--- src/rtl/mem_stage.sv ---
// Memory-access stage: issues request/ack accesses to a multi-cycle data memory,
// stalls the upstream pipeline while an access is outstanding, and holds MEM/WB.
module mem_stage #(
   parameter int TIMEOUT = 15
) (
   input  logic        clk,
   input  logic        rst,
   input  logic [15:0] ex_alu_out,
   input  logic [15:0] ex_store_data,
   input  logic [3:0]  ex_dst,
   input  logic        ex_mem_read,
   input  logic        ex_mem_write,
   input  logic        ex_mem_to_reg,
   input  logic        ex_reg_write,
   output logic        mem_req,
   output logic        mem_wr,
   output logic [15:0] mem_addr,
   output logic [15:0] mem_wdata,
   input  logic [15:0] mem_rdata,
   input  logic        mem_ack,
   output logic        stall,
   output logic [15:0] wb_data,
   output logic [3:0]  wb_dst,
   output logic        wb_reg_write,
   output logic        mem_err
);

   typedef enum logic [1:0] {IDLE, BUSY, DONE} state_t;

   localparam logic [3:0] TimeoutVal = 4'(TIMEOUT);

   state_t      state_q, state_d;
   logic [3:0]  waitCnt_q, waitCnt_d;
   logic        memReq_q, memReq_d;
   logic        memWr_q, memWr_d;
   logic [15:0] memAddr_q, memAddr_d;
   logic [15:0] memWdata_q, memWdata_d;
   logic [15:0] wbData_q, wbData_d;
   logic [3:0]  wbDst_q, wbDst_d;
   logic        wbRegWrite_q, wbRegWrite_d;
   logic        memErr_q, memErr_d;
   logic        stallInt;
   logic        memop;

   assign memop = ex_mem_read | ex_mem_write;

   // DONE behaves like IDLE; it only forces mem_req low for one cycle between accesses.
   // An ack is honoured only in BUSY, where mem_req is guaranteed high.
   always_comb begin
      state_d      = state_q;
      waitCnt_d    = waitCnt_q;
      memReq_d     = memReq_q;
      memWr_d      = memWr_q;
      memAddr_d    = memAddr_q;
      memWdata_d   = memWdata_q;
      wbData_d     = 16'h0000;
      wbDst_d      = 4'h0;
      wbRegWrite_d = 1'b0;
      memErr_d     = memErr_q;
      stallInt     = 1'b0;
      case (state_q)
         BUSY: begin
            if (mem_ack) begin
               state_d      = DONE;
               memReq_d     = 1'b0;
               wbData_d     = ex_mem_to_reg ? mem_rdata : ex_alu_out;
               wbDst_d      = ex_dst;
               wbRegWrite_d = ex_reg_write;
            end else if (waitCnt_q == TimeoutVal) begin
               state_d  = DONE;
               memReq_d = 1'b0;
               wbDst_d  = ex_dst;
               memErr_d = 1'b1;
            end else begin
               stallInt  = 1'b1;
               waitCnt_d = (waitCnt_q == 4'hF) ? waitCnt_q : waitCnt_q + 4'd1;
            end
         end
         default: begin
            if (memop) begin
               stallInt   = 1'b1;
               state_d    = BUSY;
               waitCnt_d  = 4'h0;
               memReq_d   = 1'b1;
               memWr_d    = ex_mem_write;
               memAddr_d  = ex_alu_out;
               memWdata_d = ex_store_data;
            end else begin
               state_d      = IDLE;
               memReq_d     = 1'b0;
               wbData_d     = ex_alu_out;
               wbDst_d      = ex_dst;
               wbRegWrite_d = ex_reg_write;
            end
         end
      endcase
   end

   always_ff @(posedge clk or negedge rst) begin
      if (!rst) begin
         state_q      <= IDLE;
         waitCnt_q    <= 4'h0;
         memReq_q     <= 1'b0;
         memWr_q      <= 1'b0;
         memAddr_q    <= 16'h0000;
         memWdata_q   <= 16'h0000;
         wbData_q     <= 16'h0000;
         wbDst_q      <= 4'h0;
         wbRegWrite_q <= 1'b0;
         memErr_q     <= 1'b0;
      end else begin
         state_q      <= state_d;
         waitCnt_q    <= waitCnt_d;
         memReq_q     <= memReq_d;
         memWr_q      <= memWr_d;
         memAddr_q    <= memAddr_d;
         memWdata_q   <= memWdata_d;
         wbData_q     <= wbData_d;
         wbDst_q      <= wbDst_d;
         wbRegWrite_q <= wbRegWrite_d;
         memErr_q     <= memErr_d;
      end
   end

   assign stall        = rst & stallInt;
   assign mem_req      = memReq_q;
   assign mem_wr       = memWr_q;
   assign mem_addr     = memAddr_q;
   assign mem_wdata    = memWdata_q;
   assign wb_data      = wbData_q;
   assign wb_dst       = wbDst_q;
   assign wb_reg_write = wbRegWrite_q;
   assign mem_err      = memErr_q;

endmodule

--- config.mk ---
export PLATFORM = sky130hd
export DESIGN_NAME = mem_stage
export DESIGN_NICKNAME = d
export VERILOG_FILES = /design/src/rtl/mem_stage.sv
export SDC_FILE = /design/constraint.sdc
export NUM_CORES = 1
export LEC_CHECK = 0
export BUFFER_PORTS_ARGS = -buffer_cell sky130_fd_sc_hd__clkbuf_2
export CELL_PAD_IN_SITES_DETAIL_PLACEMENT = 0
export CELL_PAD_IN_SITES_GLOBAL_PLACEMENT = 1
export CORE_MARGIN = 2
export CORE_UTILIZATION = 32
export DETAILED_ROUTE_END_ITERATION = 8
export PLACE_DENSITY = 0.75
export SYNTH_ARGS = -nofsm -noshare
export SYNTH_HDL_FRONTEND = slang
export SYNTH_SLANG_ARGS = --single-unit
--- constraint.sdc ---
create_clock -name clk -period 1.4 [get_ports clk]
set_input_delay 0.07 -clock clk [delete_from_list [all_inputs] [get_ports clk]]
set_output_delay 0.07 -clock clk [all_outputs]
set_load 0.05 [all_outputs]
### After elaboration in Yosys (flattened, before gate mapping)

Index checks and enable logic that the tools add are counted.

* flip-flop bits (word level): 62
* input port bits: 59
* output and inout port bits: 57

* $add $sub $neg: 1
* eq/ne operators: 5
* mux-type cells: 26
* bitwise operators: 4
* reductions and logical operators: 4

Operators with widths (number)
* 16-bit two-way mux: 4
* 4-bit two-way mux: 8
* 1-bit two-way mux: 11
* 2-bit two-way mux: 3
* 3-bit AND reduction: 2
* 4-bit by 1-bit adder with 4-bit output, second input constant: 1
* 4-bit equality test, second input constant: 1
* 2-bit != test, second input constant: 2
* 3-bit != test, second input constant: 1
* 2-bit by 1-bit equality test with 1-bit output, second input constant: 1
* 1-bit inverter: 2
* 2-bit AND reduction: 1
* 2-bit nonzero test: 1
* 1-bit bitwise AND: 1
* 1-bit bitwise OR: 1

### Depth between registers and ports, before layout

* depth in word-level cells: 5
* gate-level depth with buffers: 6

### Least setup slack after synthesis

No wires, ideal clock.

* kind: register -> output
* start: register state_q[0]
* end: output port stall
* data arrival time: 1.924 ns
* required time: 1.330 ns
* slack: -0.594 ns
* cell stages (with the launch flop): 6
* buffers on the path: 1
* cell sequence: dfrtp_1 > nand2b_1 > buf_6 > mux2i_4 > o21ai_2 > nor2_1

* word-level cells in the longest chain between the ends: 3

RTL lines
* start, declared: RTL line 32 `state_t state_q, state_d;`
* start signal, assigned: RTL line 112 `state_q <= state_d;`
* 2-bit by 1-bit equality test with 1-bit output: RTL line 61 `case (state_q)`
* 1-bit two-way mux: RTL line 61
* 1-bit bitwise AND: RTL line 125 `assign stall = rst & stallInt;`
* end, declared: RTL line 21 `output logic stall,`

Every way passes these cells.

### Worst setup path after layout

Same ends and word-level chain as after synthesis.

==> reports/metrics.yaml <==
sta:
  setup_viol: 38
  fin_crit_sh_pct: 109
  finalClockSkew_ns: 0.00525
  hold_violations: 0
  max_freq_ghz: 0.656
  worstMarginPinSlew_ns: 0.326
  rsz0062_at_grt: "yes"
  slew_viol_final: 0
  layout_setup_ws_ns: -0.125
  fin_crit_ns: 1.53
  slew_headroom_pct: 78.3
clock_network:
  cts.sinks: 61
  cts_buffer_depth: 2
  path_clk_slew_ns: 0.07
  root_buffer: "clkbuf_8"
  clock_latency_ns: 0.33
  htreeDepth: 3
  cts_buffers: 9
  cts_tree: "done"
global_route:
  grt_overflow: 0
  grt_pass1_vias: 1880
  grt_antenna_before_repair: 0
  grt_pass1_wl_um: 8740
  grt_max_degree: 62
  grt.total_usage_pct: 14.9
pwr:
  switchingPower_w: 0.00250
  intPower_w: 0.00398
  finalPower_w: 0.00648
  powerDensity_nw_per_um2: 1540
  switching_share_pct: 38.5
  vdd_drop_max_v: 0.000782
  clkPwrFrac_pct: 24.4
  combPwrFrac_pct: 40.9
  sequentialPowerShare_pct: 34.7
  p_leak_nw: 2.15
run:
  maxCapViolations: 0
synthesis:
  synth-seq-area-share_pct: 65.0
  ys_ff_latch: 61
  syn_area_um2: 2350
  netlist_instances: 154
  ys_types: 31
  async_flop_share_pct: 100
  avgSynthCellArea_um2: 15.3
  yosys_warnings: 0
  syn_nets: 214
  synthFlopType: "dfrtp_1"
  synth_edf_count: 0
layout:
  multi_input_area_um2: 916
  nNetsFinal: 408
  insertedDiodeCount: 0
  utilization_pct: 58.7
  drive_gt1_share_pct: 57.1
  fin_cells: 451
  seq_area_um2: 1530
  area_delta_synth_final_pct: 79.3
  stdcell_area_um2: 4210
  fillers: 592
setup_path:
  required_ns: 1.33
  r2r_setup_slack_ns: -0.12
  rr_worst_depth: 6
  cp-end-kind: "output port"
  worstReg2RegStart: "state_q[0]"
  critPathArrivalTime_ns: 1.46
  worstSetupPathType: "flop to output port"
  start_kind: "flop"
  reg2reg_to: "mem_wdata[1]"
  crit_fanout: 4
drt:
  wl_per_cell_um: 15.2
  drt_iter0_markers: 41
  dr.pass1.iters: 4
  vias: 1965
  final_antenna_net_count: 0
  drc: 0
  via_per_inst: 4.36
  wirelength_um: 6870
floorplanning:
  die_x_um: 89.7
  die_y_um: 89.7
  rows: 31
  io_pins: 116
  dieArea_um2: 8040
  start_util_pct: 32.7
  design.core.area_um2: 7180
hold_path:
  min_path_type: "input pin to flop"
  hold_start: "ex_mem_read"
  hold_path_end: "mem_wr"
  hold_depth: 3
place:
  hpwlAfterDp_um: 3810
  place_area_um2: 3150
  dp.cells: 373
  dp_slack_ns: -0.0255
  routabilityCongestion: 0.784
  port_buffers: 115
status:
  violations: "setup timing"
  status: "complete, but fails checks"
what timing repair did:
action | in CTS | in global routing
setup buffers | 2 | 3
gates resized for setup | 5 | 43
pin swaps | 1 | 1
endpoints found under the setup margin | 33 | 53
hold buffers | 55 | 0
cloned | 0 | 4
hold endpoints to repair | 115 | 0
power groups by stage:
stage / clock, W / sequential, W / combinational [W]
after floorplan: 0 / 0.00332 / 0.000523
after global placement: 0 / 0.00225 / 0.00217
after detailed placement: 0 / 0.00226 / 0.00219
after CTS: 0.00161 / 0.00223 / 0.00234
after global routing: 0.00171 / 0.00228 / 0.00278
final: 0.00158 / 0.00225 / 0.00265
final cells by class:
| type | instances | share of cell area [%] |
|---|---|---|
| timing repair buffer | 190 | 33.9 |
| clock buffer | 11 | 3.60 |
| inverter | 4 | 0.357 |
| sequential | 61 | 36.3 |
| tap | 99 | 2.94 |
| multi-input combinational | 82 | 21.8 |
| clock inverter | 4 | 1.13 |
placed cells by master (no fill, tap or decap), types with 2 or more instances in the layout:
cell	instances
clkbuf_2	114
dfrtp_1	60
dlygate4sd3_1	55
mux2_4	32
a22o_1	11
clkbuf_8	11
buf_4	8
a22o_2	6
buf_12	6
a21oi_1	4
nand2_1	3
and2_1	3
inv_1	3
clkbuf_16	3
nor2_4	2
nor2_1	2
a21o_1	2
clkinv_2	2
buf_8	2
buf_6	2
cell families (layout without fill, tap and decap cells):
group                      after synthesis  in the layout  synth area share, %
adders and majority gates                1              1                0.533
and+or+nand+nor                         19             19                 4.48
DFF                                     61             61                 65.0
muxes                                   33             33                 16.3
xor gates and xnor gates                 1              1                0.373
buffers and inverters                   11            209                 2.98
AOI/OAI and AO/OA                       28             28                 10.3
synthesized netlist by cell type, types with 2 or more instances:
library cell	instances	share of area, %
nor2_2	2	0.53
buf_6	2	0.96
nor2_1	3	0.48
a22o_2	6	2.6
a21oi_1	4	0.85
inv_1	3	0.48
mux2_2	31	15
nand2_1	3	0.48
nand3_1	2	0.43
a22o_1	11	4.1
a21o_1	2	0.64
and2_1	4	1.1
dfrtp_1	61	65
buf_4	3	0.96
worst max-delay path: stages (launching register included):
cell and delay [ns]:
dfrtp_2 0.42, nand2b_4 0.10, mux2i_4 0.26, o21ai_4 0.09
nor2_4 0.10, buf_8 0.15
metrics by stage:
step                      hold WS (ns)  setup TNS, ns
after floorplan                 -0.226          -4.08
after global placement           0.131       -0.00771
after detailed placement         0.128         -0.149
after CTS                       0.0245          -5.21
after global routing            0.0292          -5.01
final                           0.0346          -3.38
metal layers:
metal / part of all wire, % / up-vias / wire length (um) / global-route usage, %
met4: 0.79 / 0 / 54 / 6.51
met3: 6.0 / 5 / 414 / 5.12
met2: 50 / 72 / 3430 / 24.0
li1: - / 937 / - / -
met5: 0 / - / 0 / 0
met1: 43 / 951 / 2970 / 18.2
state kept, by name (all words and copies together), names as in the netlist:
name,flops
mem_addr,16
mem_wdata,16
wb_data,16
waitCnt_q,4
wb_dst,4
state_q,2
mem_err,1
mem_wr,1
wb_reg_write,1
worst max path at each step:
stage	start	cells after the start	end
floorplan	state_q[0]	5	stall
global placement	state_q[0]	5	stall
detailed placement	state_q[0]	5	stall
CTS	state_q[0]	5	mem_wdata[3]
global route	state_q[0]	5	stall
finish	state_q[0]	5	stall
Power figures use the tool's default switching activity.
